==> src/rtl/fc_dense_out_arbiter.sv <==
// -----------------------------------------------------------------------------
// fc_dense_out_arbiter
//
// Merges the result streams of two dense-layer filter cores into one shared
// output FIFO in strict neuron order 0,1,2,3,... Filter0 produces the even
// neurons and filter1 the odd neurons. Each lane has a small circular buffer
// that back-pressures its core early enough to absorb the core's registered
// read pipeline. A layer pass is started by a one-cycle start pulse and ends
// after NUM_OUT results have been written, followed by a one-cycle done pulse.
//
// Parameters
//   DWIDTH   result data width
//   DEPTH    entries per lane buffer (power of 2, >= 4)
//   NUM_OUT  results expected per pass (1..65535, odd allowed)
//
// Ports
//   clock_i      system clock
//   reset_i      synchronous active-high reset
//   start_i      one-cycle pulse, begins a pass (ignored unless idle)
//   in0_data_i   filter0 result          in0_valid_i  filter0 result valid
//   in0_stall_o  stop filter0 from issuing further reads
//   in1_data_i   filter1 result          in1_valid_i  filter1 result valid
//   in1_stall_o  stop filter1 from issuing further reads
//   ff_wdata_o   output FIFO write data  ff_wrreq_o   output FIFO write strobe
//   ff_full_i    output FIFO full
//   busy_o       high while a pass is running
//   done_o       one-cycle pulse after the last result of a pass is written
//   out_count_o  results written in the current / last pass
//   ovf_err_o    sticky: a lane result was dropped because its buffer was full
//
// Build option
//   FC_ARB_RELU_EN  when defined, a ReLU is fused at the output: negative heads
//                   (sign bit set) are written as zero. Counting and handshake
//                   are unaffected.
// -----------------------------------------------------------------------------
module fc_dense_out_arbiter #(
    parameter int DWIDTH  = 32,
    parameter int DEPTH   = 4,
    parameter int NUM_OUT = 64
) (
    input  logic              clock_i,
    input  logic              reset_i,
    input  logic              start_i,
    input  logic [DWIDTH-1:0] in0_data_i,
    input  logic              in0_valid_i,
    output logic              in0_stall_o,
    input  logic [DWIDTH-1:0] in1_data_i,
    input  logic              in1_valid_i,
    output logic              in1_stall_o,
    output logic [DWIDTH-1:0] ff_wdata_o,
    output logic              ff_wrreq_o,
    input  logic              ff_full_i,
    output logic              busy_o,
    output logic              done_o,
    output logic [15:0]       out_count_o,
    output logic              ovf_err_o
);

    localparam int AW = $clog2(DEPTH);
    localparam int CW = AW + 1;

    localparam logic [CW-1:0] DEPTH_C   = CW'(DEPTH);
    // Two free entries must remain when the core is told to stop, because the
    // core has up to two results already in flight in its read pipeline.
    localparam logic [CW-1:0] STALL_AT  = CW'(DEPTH - 2);
    localparam logic [15:0]   NUM_OUT_C = 16'(NUM_OUT);

    localparam logic [1:0] ST_IDLE = 2'd0;
    localparam logic [1:0] ST_RUN  = 2'd1;
    localparam logic [1:0] ST_DONE = 2'd2;

    // ------------------------------------------------------------------
    // State
    // ------------------------------------------------------------------
    logic [1:0]        state_q, state_d;
    logic              sel_q, sel_d;          // lane owning the next neuron
    logic [15:0]       out_count_q, out_count_d;
    logic              ovf_q, ovf_d;

    logic [DWIDTH-1:0] mem_q    [2][DEPTH];
    logic [AW-1:0]     rd_ptr_q [2];
    logic [AW-1:0]     rd_ptr_d [2];
    logic [AW-1:0]     wr_ptr_q [2];
    logic [AW-1:0]     wr_ptr_d [2];
    logic [CW-1:0]     count_q  [2];
    logic [CW-1:0]     count_d  [2];

    // ------------------------------------------------------------------
    // Lane bookkeeping
    // ------------------------------------------------------------------
    logic [1:0]        valid;
    logic [1:0]        nonempty;
    logic [1:0]        pop;
    logic [1:0]        push;
    logic              overflow;
    logic              wr_en;
    logic [DWIDTH-1:0] in_data [2];
    logic [DWIDTH-1:0] head;
    logic [DWIDTH-1:0] lane_out;

    assign valid      = {in1_valid_i, in0_valid_i};
    assign in_data[0] = in0_data_i;
    assign in_data[1] = in1_data_i;
    assign nonempty   = {count_q[1] != '0, count_q[0] != '0};

    // Only the lane that owns the next neuron may write; the other lane waits
    // even when it holds data, which keeps the output in neuron order.
    assign wr_en = (state_q == ST_RUN) && nonempty[sel_q] && !ff_full_i;

    always_comb begin
        // NOTE: every signal assigned in a combinational block gets a default
        // first, so no path through the block can leave it unassigned and
        // infer a latch.
        pop      = '0;
        push     = '0;
        overflow = 1'b0;
        for (int l = 0; l < 2; l++) begin
            pop[l]  = wr_en && (sel_q == 1'(l));
            // A full lane still accepts a push when it is popped the same cycle.
            push[l] = valid[l] && ((count_q[l] != DEPTH_C) || pop[l]);
            if (valid[l] && !push[l]) begin
                overflow = 1'b1;
            end
            rd_ptr_d[l] = rd_ptr_q[l] + AW'(pop[l]);
            wr_ptr_d[l] = wr_ptr_q[l] + AW'(push[l]);
            count_d[l]  = count_q[l] + CW'(push[l]) - CW'(pop[l]);
        end
    end

    assign head = mem_q[sel_q][rd_ptr_q[sel_q]];

`ifdef FC_ARB_RELU_EN
    assign lane_out = head[DWIDTH-1] ? '0 : head;
`else
    assign lane_out = head;
`endif

    // Masking on empty keeps the output at zero instead of exposing stale or
    // uninitialised buffer contents.
    assign ff_wdata_o  = nonempty[sel_q] ? lane_out : '0;
    assign ff_wrreq_o  = wr_en;
    assign in0_stall_o = (count_q[0] >= STALL_AT);
    assign in1_stall_o = (count_q[1] >= STALL_AT);

    // ------------------------------------------------------------------
    // Pass control
    // ------------------------------------------------------------------
    always_comb begin
        state_d     = state_q;
        sel_d       = sel_q;
        out_count_d = out_count_q;
        ovf_d       = ovf_q | overflow;
        case (state_q)
            ST_IDLE: begin
                if (start_i) begin
                    state_d     = ST_RUN;
                    sel_d       = 1'b0;
                    out_count_d = '0;
                end
            end
            ST_RUN: begin
                if (wr_en) begin
                    sel_d = ~sel_q;
                    if (out_count_q != NUM_OUT_C) begin
                        out_count_d = out_count_q + 16'd1;
                    end
                    if (out_count_q == NUM_OUT_C - 16'd1) begin
                        state_d = ST_DONE;
                    end
                end
            end
            ST_DONE: begin
                state_d = ST_IDLE;
            end
            default: begin
                state_d = ST_IDLE;
            end
        endcase
    end

    assign busy_o      = (state_q == ST_RUN);
    assign done_o      = (state_q == ST_DONE);
    assign out_count_o = out_count_q;
    assign ovf_err_o   = ovf_q;

    // ------------------------------------------------------------------
    // Registers
    // ------------------------------------------------------------------
    // NOTE: sequential state is updated with non-blocking assignments so every
    // register samples the values from before the clock edge.
    always_ff @(posedge clock_i) begin
        if (reset_i) begin
            state_q     <= ST_IDLE;
            sel_q       <= 1'b0;
            out_count_q <= '0;
            ovf_q       <= 1'b0;
            for (int l = 0; l < 2; l++) begin
                rd_ptr_q[l] <= '0;
                wr_ptr_q[l] <= '0;
                count_q[l]  <= '0;
            end
        end else begin
            state_q     <= state_d;
            sel_q       <= sel_d;
            out_count_q <= out_count_d;
            ovf_q       <= ovf_d;
            for (int l = 0; l < 2; l++) begin
                rd_ptr_q[l] <= rd_ptr_d[l];
                wr_ptr_q[l] <= wr_ptr_d[l];
                count_q[l]  <= count_d[l];
            end
        end
    end

    // NOTE: the buffer storage has no reset; emptiness is tracked by the
    // counts, so clearing them is enough to flush the lanes and the storage
    // can map onto plain RAM/register cells without a reset network.
    always_ff @(posedge clock_i) begin
        for (int l = 0; l < 2; l++) begin
            if (push[l]) begin
                mem_q[l][wr_ptr_q[l]] <= in_data[l];
            end
        end
    end

endmodule

==> config.mk <==
export PLATFORM = sky130hd
export DESIGN_NAME = fc_dense_out_arbiter
export DESIGN_NICKNAME = d
export VERILOG_FILES = /design/src/rtl/fc_dense_out_arbiter.sv
export SDC_FILE = /design/constraint.sdc
export NUM_CORES = 1
export LEC_CHECK = 0
export CAP_MARGIN = 40
export CORE_MARGIN = 4
export CORE_UTILIZATION = 25
export DETAILED_ROUTE_END_ITERATION = 8
export GPL_ROUTABILITY_DRIVEN = 0
export PLACE_DENSITY_LB_ADDON = 0.08
export SYNTH_ARGS = -nofsm -noshare
export SYNTH_HDL_FRONTEND = slang
export SYNTH_SLANG_ARGS = --single-unit
==> constraint.sdc <==
create_clock -name clock_i -period 5.5 [get_ports clock_i]
set_clock_uncertainty 0.05 [all_clocks]
set_input_delay 1.65 -clock clock_i [delete_from_list [all_inputs] [get_ports clock_i]]
set_output_delay 1.65 -clock clock_i [all_outputs]
set_load 0.02 [all_outputs]
==> impl_summary.txt, run 1 <==
----------------------------------------------------
[Power]
  P per Cell Area ... 424.1 nW/µm²
  Highest ir drop seen on vdd ... 0.1971 mV
  Leakage power summed over all cells ... 4.744 nW
  Total power consumption of the routed design ... roughly 6.4 mW

[Synth]
  Number of register bits inferred by synthesis ... 291
  Number of library cell types mapped by synthesis ... between 40 and 50
  Area of the mapped netlist ... 11970 µm²
  Post-synthesis cell count ... 850
  Syn nets ... 930
  Fraction of the yosys area taken by sequential cells ... 70.07%
  Syn avg cell area ... 14.08 µm²
  Yosys warning total ... 0

[Place]
  Final HPWL DP ... 19020 µm
  IO Port Bufs ... between 100 and 150
  Placed cell area ... 14040 µm²

[Final layout]
  Highest-count cells in the layout ignoring fill and taps ... sky130_fd_sc_hd__edfxtp_1 (256), sky130_fd_sc_hd__clkdlybuf4s50_1 (123), sky130_fd_sc_hd__a211oi_1 (96)
  Number of nets in the finished design ... 1051
  Flip-flop and latch area ... 8399 µm²
  Filler cell count in the final layout ... 4624
  End-of-flow core utilization ... 32.32%
  Area occupied by multi-input gates ... 3343 µm²
  Share of final-layout standard cells stronger than drive strength 1 ... 8.325%
  Finished Cell Area ... 15180 µm²
  Area grow syn2layout ... 26.78%
  Most common cell after layout, fill and taps aside ... sky130_fd_sc_hd__edfxtp_1

[GRT]
  First-pass GRT wire length ... between 40000 and 50000 µm
  GRT Total Usage ... 12.31%
  Pin count of the biggest net entering global routing ... 129
  Antenna violations before repair ... 2
  Number of global-route vias before repair ... 7285
  GRT Residual Overflow ... 0

[Timing]
  Final hold violation count ... 0
  Relative slew slack ... 45.41%
  Final Max Tran Viols ... 0
  Max frequency ... just over 200 MHz
  Count of endpoints failing setup in the final report ... 0
  Minimum period implied by the final worst setup slack ... 4808 ps
  Portion of the clock cycle consumed by the worst path in the final layout ... 87.43%
  RSZ-0062 raised after global routing ... false
  Least-Margin Pin Slew ... slightly above 800 ps

[Setup path]
  Kind of critical path ... reg2out
  Critical Path Sink Type ... primary output
  Worst setup slack for register-to-register paths ... about 2100 ps
  Maximum fanout along the worst path ... 47
  Reg2Reg Depth ... 7
  Critical register-to-register path startpoint ... state_q[0]$_SDFFE_PP0P_
  Reg-to-reg critical path endpoint ... mem_q[1][17]$_DFFE_PP_
  Required time of the critical path ... 3800 ps
  Worst Setup Start Kind ... flop
  Cell breakdown of the critical path ... buf_4 -> nor2b_1 -> a211oi_1 -> a21oi_1 -> a21oi_1 -> nor2_1 -> clkdlybuf4s50_1
  Most prevalent standard cell on the critical path ... sky130_fd_sc_hd__a21oi_1
  Arrival time at the worst endpoint ... 3110 ps
  Biggest cell delay along the critical path ... 710 ps
  Critical path's slowest cell ... sky130_fd_sc_hd__dfxtp_4

[Route]
  Vias per cell ... 4.477
  Number of DRC markers after the initial detailed-route iteration ... 308
  Via total after detailed routing ... between 7000 and 8000
  First-pass DRT Iterations ... 4
  Average wire length per cell after detail routing ... 19.52 µm
  DRC Markers ... 0
  Detail Route Antenna Nets ... 0
  Total detailed-routing wirelength ... 31340 µm

[Outcome]
  Outcome ... finished, final reports clean

[Floorplan]
  Width of the chip ... around 230 µm
  Number of core rows ... between 70 and 80
  Die Area ... just over 50000 µm²
  Core Area ... approximately 47000 µm²
  Starting density of the core ... around 25%
  Height of the die ... 226.8 µm
  Num ports ... 124

[Clock tree]
  H-tree levels ... 2
  Count of instances resized after the clock tree is built ... 0
  Post-cts hold buffer count ... 0
  Buffer type at the clock tree root ... sky130_fd_sc_hd__clkbuf_16
  Setup bufs post-CTS ... 0
  Maximum number of buffers from clock root to sink ... 3
  Clock-pin transition on the worst setup and hold timing paths ... 50 ps
  CTS tree ... yes
  CTS Sinks ... 291
  Skew-Pair Late Insertion Delay ... 520 ps
  Num CTS Buffers ... 36

[Min path]
  Min-Delay Path Class ... reg2reg
  Worst Hold Path EP ... ovf_err_o$_SDFF_PP0_
  Worst Hold Launch ... count_q[0][2]$_SDFF_PP0_
  Count of cells along the worst hold path ... 2

[Job]
  Total of max-cap violations ... 0

----------------------------------------------------
==> Yosys cell counts (all sizes together) <==
| library cell | n | area [µm²] |
|---|---|---|
| nor4 | 4 | 25.02 |
| a32o | 2 | 20.02 |
| and3 | 5 | 31.28 |
| or3b | 1 | 8.760 |
| ha | 8 | 100.1 |
| a21oi | 78 | 390.4 |
| nand3 | 12 | 60.06 |
| nor4b | 2 | 17.52 |
| or3 | 3 | 18.77 |
| or4 | 4 | 33.78 |
| edfxtp | 256 | 7687 |
| nor2b | 72 | 450.4 |
| o21ai | 10 | 50.05 |
| o31a | 1 | 8.760 |
| fa | 2 | 40.04 |
| mux2i | 65 | 650.6 |
| a41oi | 1 | 8.760 |
| o311a | 1 | 10.01 |
| and2 | 1 | 6.260 |
| or2 | 3 | 18.77 |
| buf | 7 | 36.28 |
| a2111oi | 1 | 8.760 |
| nor3b | 6 | 45.04 |
| nand2b | 1 | 13.76 |
| clkbuf | 51 | 191.4 |
| and4 | 1 | 8.760 |
| inv | 15 | 56.30 |
| nand4 | 6 | 37.54 |
| a211oi | 96 | 720.7 |
| o41a | 1 | 21.27 |
| a21o | 4 | 30.03 |
| nand2 | 12 | 45.04 |
| nor2 | 55 | 206.5 |
| nor3 | 7 | 35.03 |
| dfxtp | 35 | 700.7 |
| o31ai | 1 | 7.510 |
| xor2 | 1 | 8.760 |
| nand4b | 5 | 43.79 |
| o41ai | 2 | 17.52 |
| or4b | 1 | 10.01 |
| xnor2 | 8 | 70.07 |
| a31oi | 3 | 18.77 |
==> kinds of logic (layout without fill, tap and decap cells) <==
| kind of cell | count (synthesis) | after routing | synth area share [%] |
|---|---|---|---|
| flops | 291 | 291 | 70.07 |
| buf+inv | 73 | 220 | 2.373 |
| compound gates | 201 | 201 | 10.96 |
| mux | 65 | 65 | 5.435 |
| other cells | 0 | 1 | 0 |
| simple gates | 201 | 201 | 9.324 |
| xor+xnor | 9 | 9 | 0.6586 |
| fa+ha+maj | 10 | 10 | 1.171 |
==> registers in the layout (all words and copies together) (netlist names), named ones only <==
| signal | cells |
|---|---|
| mem_q | 256 |
| out_count_o | 16 |
| count_q | 6 |
| rd_ptr_q | 4 |
| wr_ptr_q | 4 |
| state_q | 2 |
| ovf_err_o | 1 |
| sel_q | 1 |
==> worst max path at each step <==
stage | depth (start not counted) | start | end
after floorplan | 5 | ff_full_i | mem_q[1][32]$_DFFE_PP_
after global placement | 3 | ff_full_i | ff_wrreq_o
after detailed placement | 3 | ff_full_i | ff_wrreq_o
after CTS | 7 | rd_ptr_q[0][0]$_SDFF_PP0_ | ff_wdata_o[1]
after global routing | 7 | rd_ptr_q[0][0]$_SDFF_PP0_ | ff_wdata_o[2]
final | 7 | rd_ptr_q[0][0]$_SDFF_PP0_ | ff_wdata_o[1]
==> report_power, final <==
group	total (mW)	internal (mW)	leakage [nW]	switching [mW]
clock network	2.29	1.40	0.551	0.896
logic	1.39	0.564	1.56	0.823
registers	2.76	2.67	2.63	0.0888
total	6.44	4.63	4.74	1.81
==> area by class of cell <==
type,count,area share (%)
well taps,607,5.005
inverters,15,0.3710
clock inverters,17,1.261
multi-input cells,486,22.03
diodes,1,0.01649
repair buffers,141,9.762
clock buffers,47,6.208
flip-flops and latches,291,55.35
==> worst max-delay path, delay by kind of cell, from the launching register on <==
kind | cells | cell delay (ps)
AOI/OAI and AO/OA | 3 | 660
buffers and inverters | 2 | 990
DFF | 1 | 710
and+or+nand+nor | 2 | 160
==> stage by stage <==
stage / hold WS, ps / std cells / worst slack [ps] / TNS (ps)
after floorplan: 419.9 / 850 / -101.3 / -5969
after global placement: 441.7 / 1538 / 767.8 / 0
after detailed placement: 458.6 / 1540 / 760.9 / 0
after CTS: 467.6 / 1604 / 604.6 / 0
after global routing: 498.4 / 1604 / 455.6 / 0
final: 461.8 / 1605 / 691.5 / 0
==> routing by layer <==
metal | global-route usage, % | part of all wire, %
met1 | 16.33 | 46
met2 | 20.41 | 48
met3 | 2.538 | 4.2
met4 | 3.633 | 1.9
met5 | 0 | 0.038
Note: power is estimated with default switching activity, not from simulation.
==> inputs of run 2 (changes only) <==
- CAP_MARGIN: 40 -> unset
==> run 2 against run 1 <==
Combinational power decreased by 3%. Sequential power is essentially flat. Core utilization decreased by 0.096 points. Via count up 0.65%. Non-clock buffer count shrank 2. Setup slack got worse by 3.2 ps. Sequential share of layout area grew 0.16 points. Sequential cell count unchanged. Total power down 0.33%. Clock power about the same. Critical path depth unchanged. Hold slack worse by 0.79 ps. Largest power group unchanged. Highest routed layer unchanged.
==> impl_summary.txt, run 2 (synthesis gave the netlist of run 1 again) <==
----------------------------------------------------
[Outcome]
  Outcome ... finished, final reports clean (unchanged)

[Final layout]
  Number of nets in the finished design ... 1049 (was 1051)
  Share of final-layout standard cells stronger than drive strength 1 ... 7.940% (was 8.325%)
  Highest-count cells in the layout ignoring fill and taps ... sky130_fd_sc_hd__edfxtp_1 (256), sky130_fd_sc_hd__clkdlybuf4s50_1 (123), sky130_fd_sc_hd__a211oi_1 (96) (unchanged)
  Largest register FFs ... 256 (unchanged)
  Most common cell after layout, fill and taps aside ... sky130_fd_sc_hd__edfxtp_1 (unchanged)
  Area grow syn2layout ... 26.40% (was 26.78%)

[Clock tree]
  Buffer type at the clock tree root ... sky130_fd_sc_hd__clkbuf_16 (unchanged)
  H-tree levels ... 2 (unchanged)
  Skew-Pair Late Insertion Delay ... 520 ps (about the same)
  Post-cts hold buffer count ... 0 (unchanged)
  Count of instances resized after the clock tree is built ... 0 (unchanged)
  Clock-pin transition on the worst setup and hold timing paths ... 60 ps (was 50 ps)
  Maximum number of buffers from clock root to sink ... 3 (unchanged)
  Num CTS Buffers ... 36 (unchanged)
  CTS Sinks ... 291 (unchanged)
  CTS tree ... yes (unchanged)
  Setup bufs post-CTS ... 0 (unchanged)

[GRT]
  Antenna violations before repair ... 2 (unchanged)
  Pin count of the biggest net entering global routing ... 129 (unchanged)
  First-pass GRT wire length ... 47390 µm (was 47210 µm)
  GRT Total Usage ... 12.37% (was 12.31%)
  Number of global-route vias before repair ... 7298 (was 7285)
  GRT Residual Overflow ... 0 (unchanged)

[Timing]
  RSZ-0062 raised after global routing ... false (unchanged)
  Count of endpoints failing setup in the final report ... 0 (unchanged)
  Max frequency ... 207.8 MHz (was 208.0 MHz)
  Portion of the clock cycle consumed by the worst path in the final layout ... 87.49% (was 87.43%)
  Least-Margin Pin Slew ... 863.9 ps (was 818.8 ps)
  Minimum hold slack ... 461.0 ps (was 461.8 ps)
  Fin Setup TNS ... 0 ps (unchanged)
  Relative slew slack ... 41.18% (was 45.41%)
  Minimum period implied by the final worst setup slack ... 4812 ps (was 4808 ps)
  Final Max Tran Viols ... 0 (unchanged)
  Final hold violation count ... 0 (unchanged)

[Route]
  Number of DRC markers after the initial detailed-route iteration ... 318 (was 308)
  Via total after detailed routing ... 7233 (was 7186)
  Detail Route Antenna Nets ... 0 (unchanged)
  DRC Markers ... 0 (unchanged)
  Average wire length per cell after detail routing ... 19.54 µm (was 19.52 µm)
  First-pass DRT Iterations ... 4 (unchanged)
  Total detailed-routing wirelength ... 31330 µm (was 31340 µm)
  Vias per cell ... 4.512 (was 4.477)

[Floorplan]
  Die Area ... 51450 µm² (unchanged)
  Height of the die ... 226.8 µm (unchanged)
  Core Area ... 46950 µm² (unchanged)
  Width of the chip ... 226.8 µm (unchanged)
  Starting density of the core ... 25.50% (unchanged)
  Number of core rows ... 79 (unchanged)
  Num ports ... 124 (unchanged)

[Place]
  Final HPWL DP ... 18790 µm (was 19020 µm)
  IO Port Bufs ... 123 (unchanged)

[Min path]
  Min-Delay Path Class ... reg2reg (unchanged)

[Setup path]
  Arrival time at the worst endpoint ... 3110 ps (about the same)
  Critical Path Sink Type ... primary output (unchanged)
  Kind of critical path ... reg2out (unchanged)
  Required time of the critical path ... 3800 ps (about the same)
  Maximum fanout along the worst path ... 47 (unchanged)
  Worst Setup Start Kind ... flop (unchanged)

[Power]
  Leakage power summed over all cells ... 4.720 nW (was 4.744 nW)
  Highest ir drop seen on vdd ... 0.1986 mV (was 0.1971 mV)
  P per Cell Area ... 424.0 nW/µm² (was 424.1 nW/µm²)

[Job]
  Total of max-cap violations ... 0 (unchanged)

----------------------------------------------------
run 2: metrics by stage:
step                      utilization (%)  setup WS [ps]  total power [mW]  instance area [µm²]  cells
after global placement              29.79          767.8             4.209                13980   1538
final                               32.23          688.3             6.415                15130   1603
after CTS                           32.22          591.5             6.569                15130   1602
after detailed placement            29.79          759.0             4.210                13980   1538
after global routing                32.22          439.0             6.783                15130   1602
after floorplan                         -         -101.3             3.561                11970    850
run 2: layout make-up:
cell class | instances | area [µm²]
Inverter | 15 | 56.30
Multi-Input combinational cell | 486 | 3343
Clock buffer | 43 | 948.4
Fill cell | 4641 | 31820
Tap cell | 607 | 759.5
Sequential cell | 291 | 8399
Clock inverter | 21 | 195.2
Timing Repair Buffer | 139 | 1426
Antenna cell | 1 | 2.502
run 2: layer usage:
metal  vias up  wire length [µm]  track usage, %
li1       3512                 -               -
met1      3536             14320           16.47
met2       136             14900           20.18
met3        47              1401           2.680
met4         2               703           4.006
met5         -                13               0
run 2: worst max-delay path, cell delays in order, from the launching register on:
cell,delay [ps]
sky130_fd_sc_hd__dfxtp_4,700
sky130_fd_sc_hd__buf_4,420
sky130_fd_sc_hd__nor2b_1,90
sky130_fd_sc_hd__a211oi_1,230
sky130_fd_sc_hd__a21oi_1,60
sky130_fd_sc_hd__a21oi_1,380
sky130_fd_sc_hd__nor2_1,80
sky130_fd_sc_hd__clkdlybuf4s50_1,570
run 2: worst paths after layout:
path | start | end | slack (ps) | cells after the start
worst min-delay path | count_q[0][2]$_SDFF_PP0_ | ovf_err_o$_SDFF_PP0_ | 460 | 2
worst min register to register | count_q[0][2]$_SDFF_PP0_ | ovf_err_o$_SDFF_PP0_ | 460 | 2
worst max register to register | state_q[0]$_SDFFE_PP0P_ | mem_q[1][13]$_DFFE_PP_ | 2050 | 7
worst max-delay path | rd_ptr_q[0][0]$_SDFF_PP0_ | ff_wdata_o[1] | 690 | 7
run 2: power breakdown:
group | internal (mW) | leakage, nW | switching, mW
clock network | 1.41 | 0.554 | 0.898
logic | 0.536 | 1.53 | 0.812
registers | 2.67 | 2.63 | 0.0887
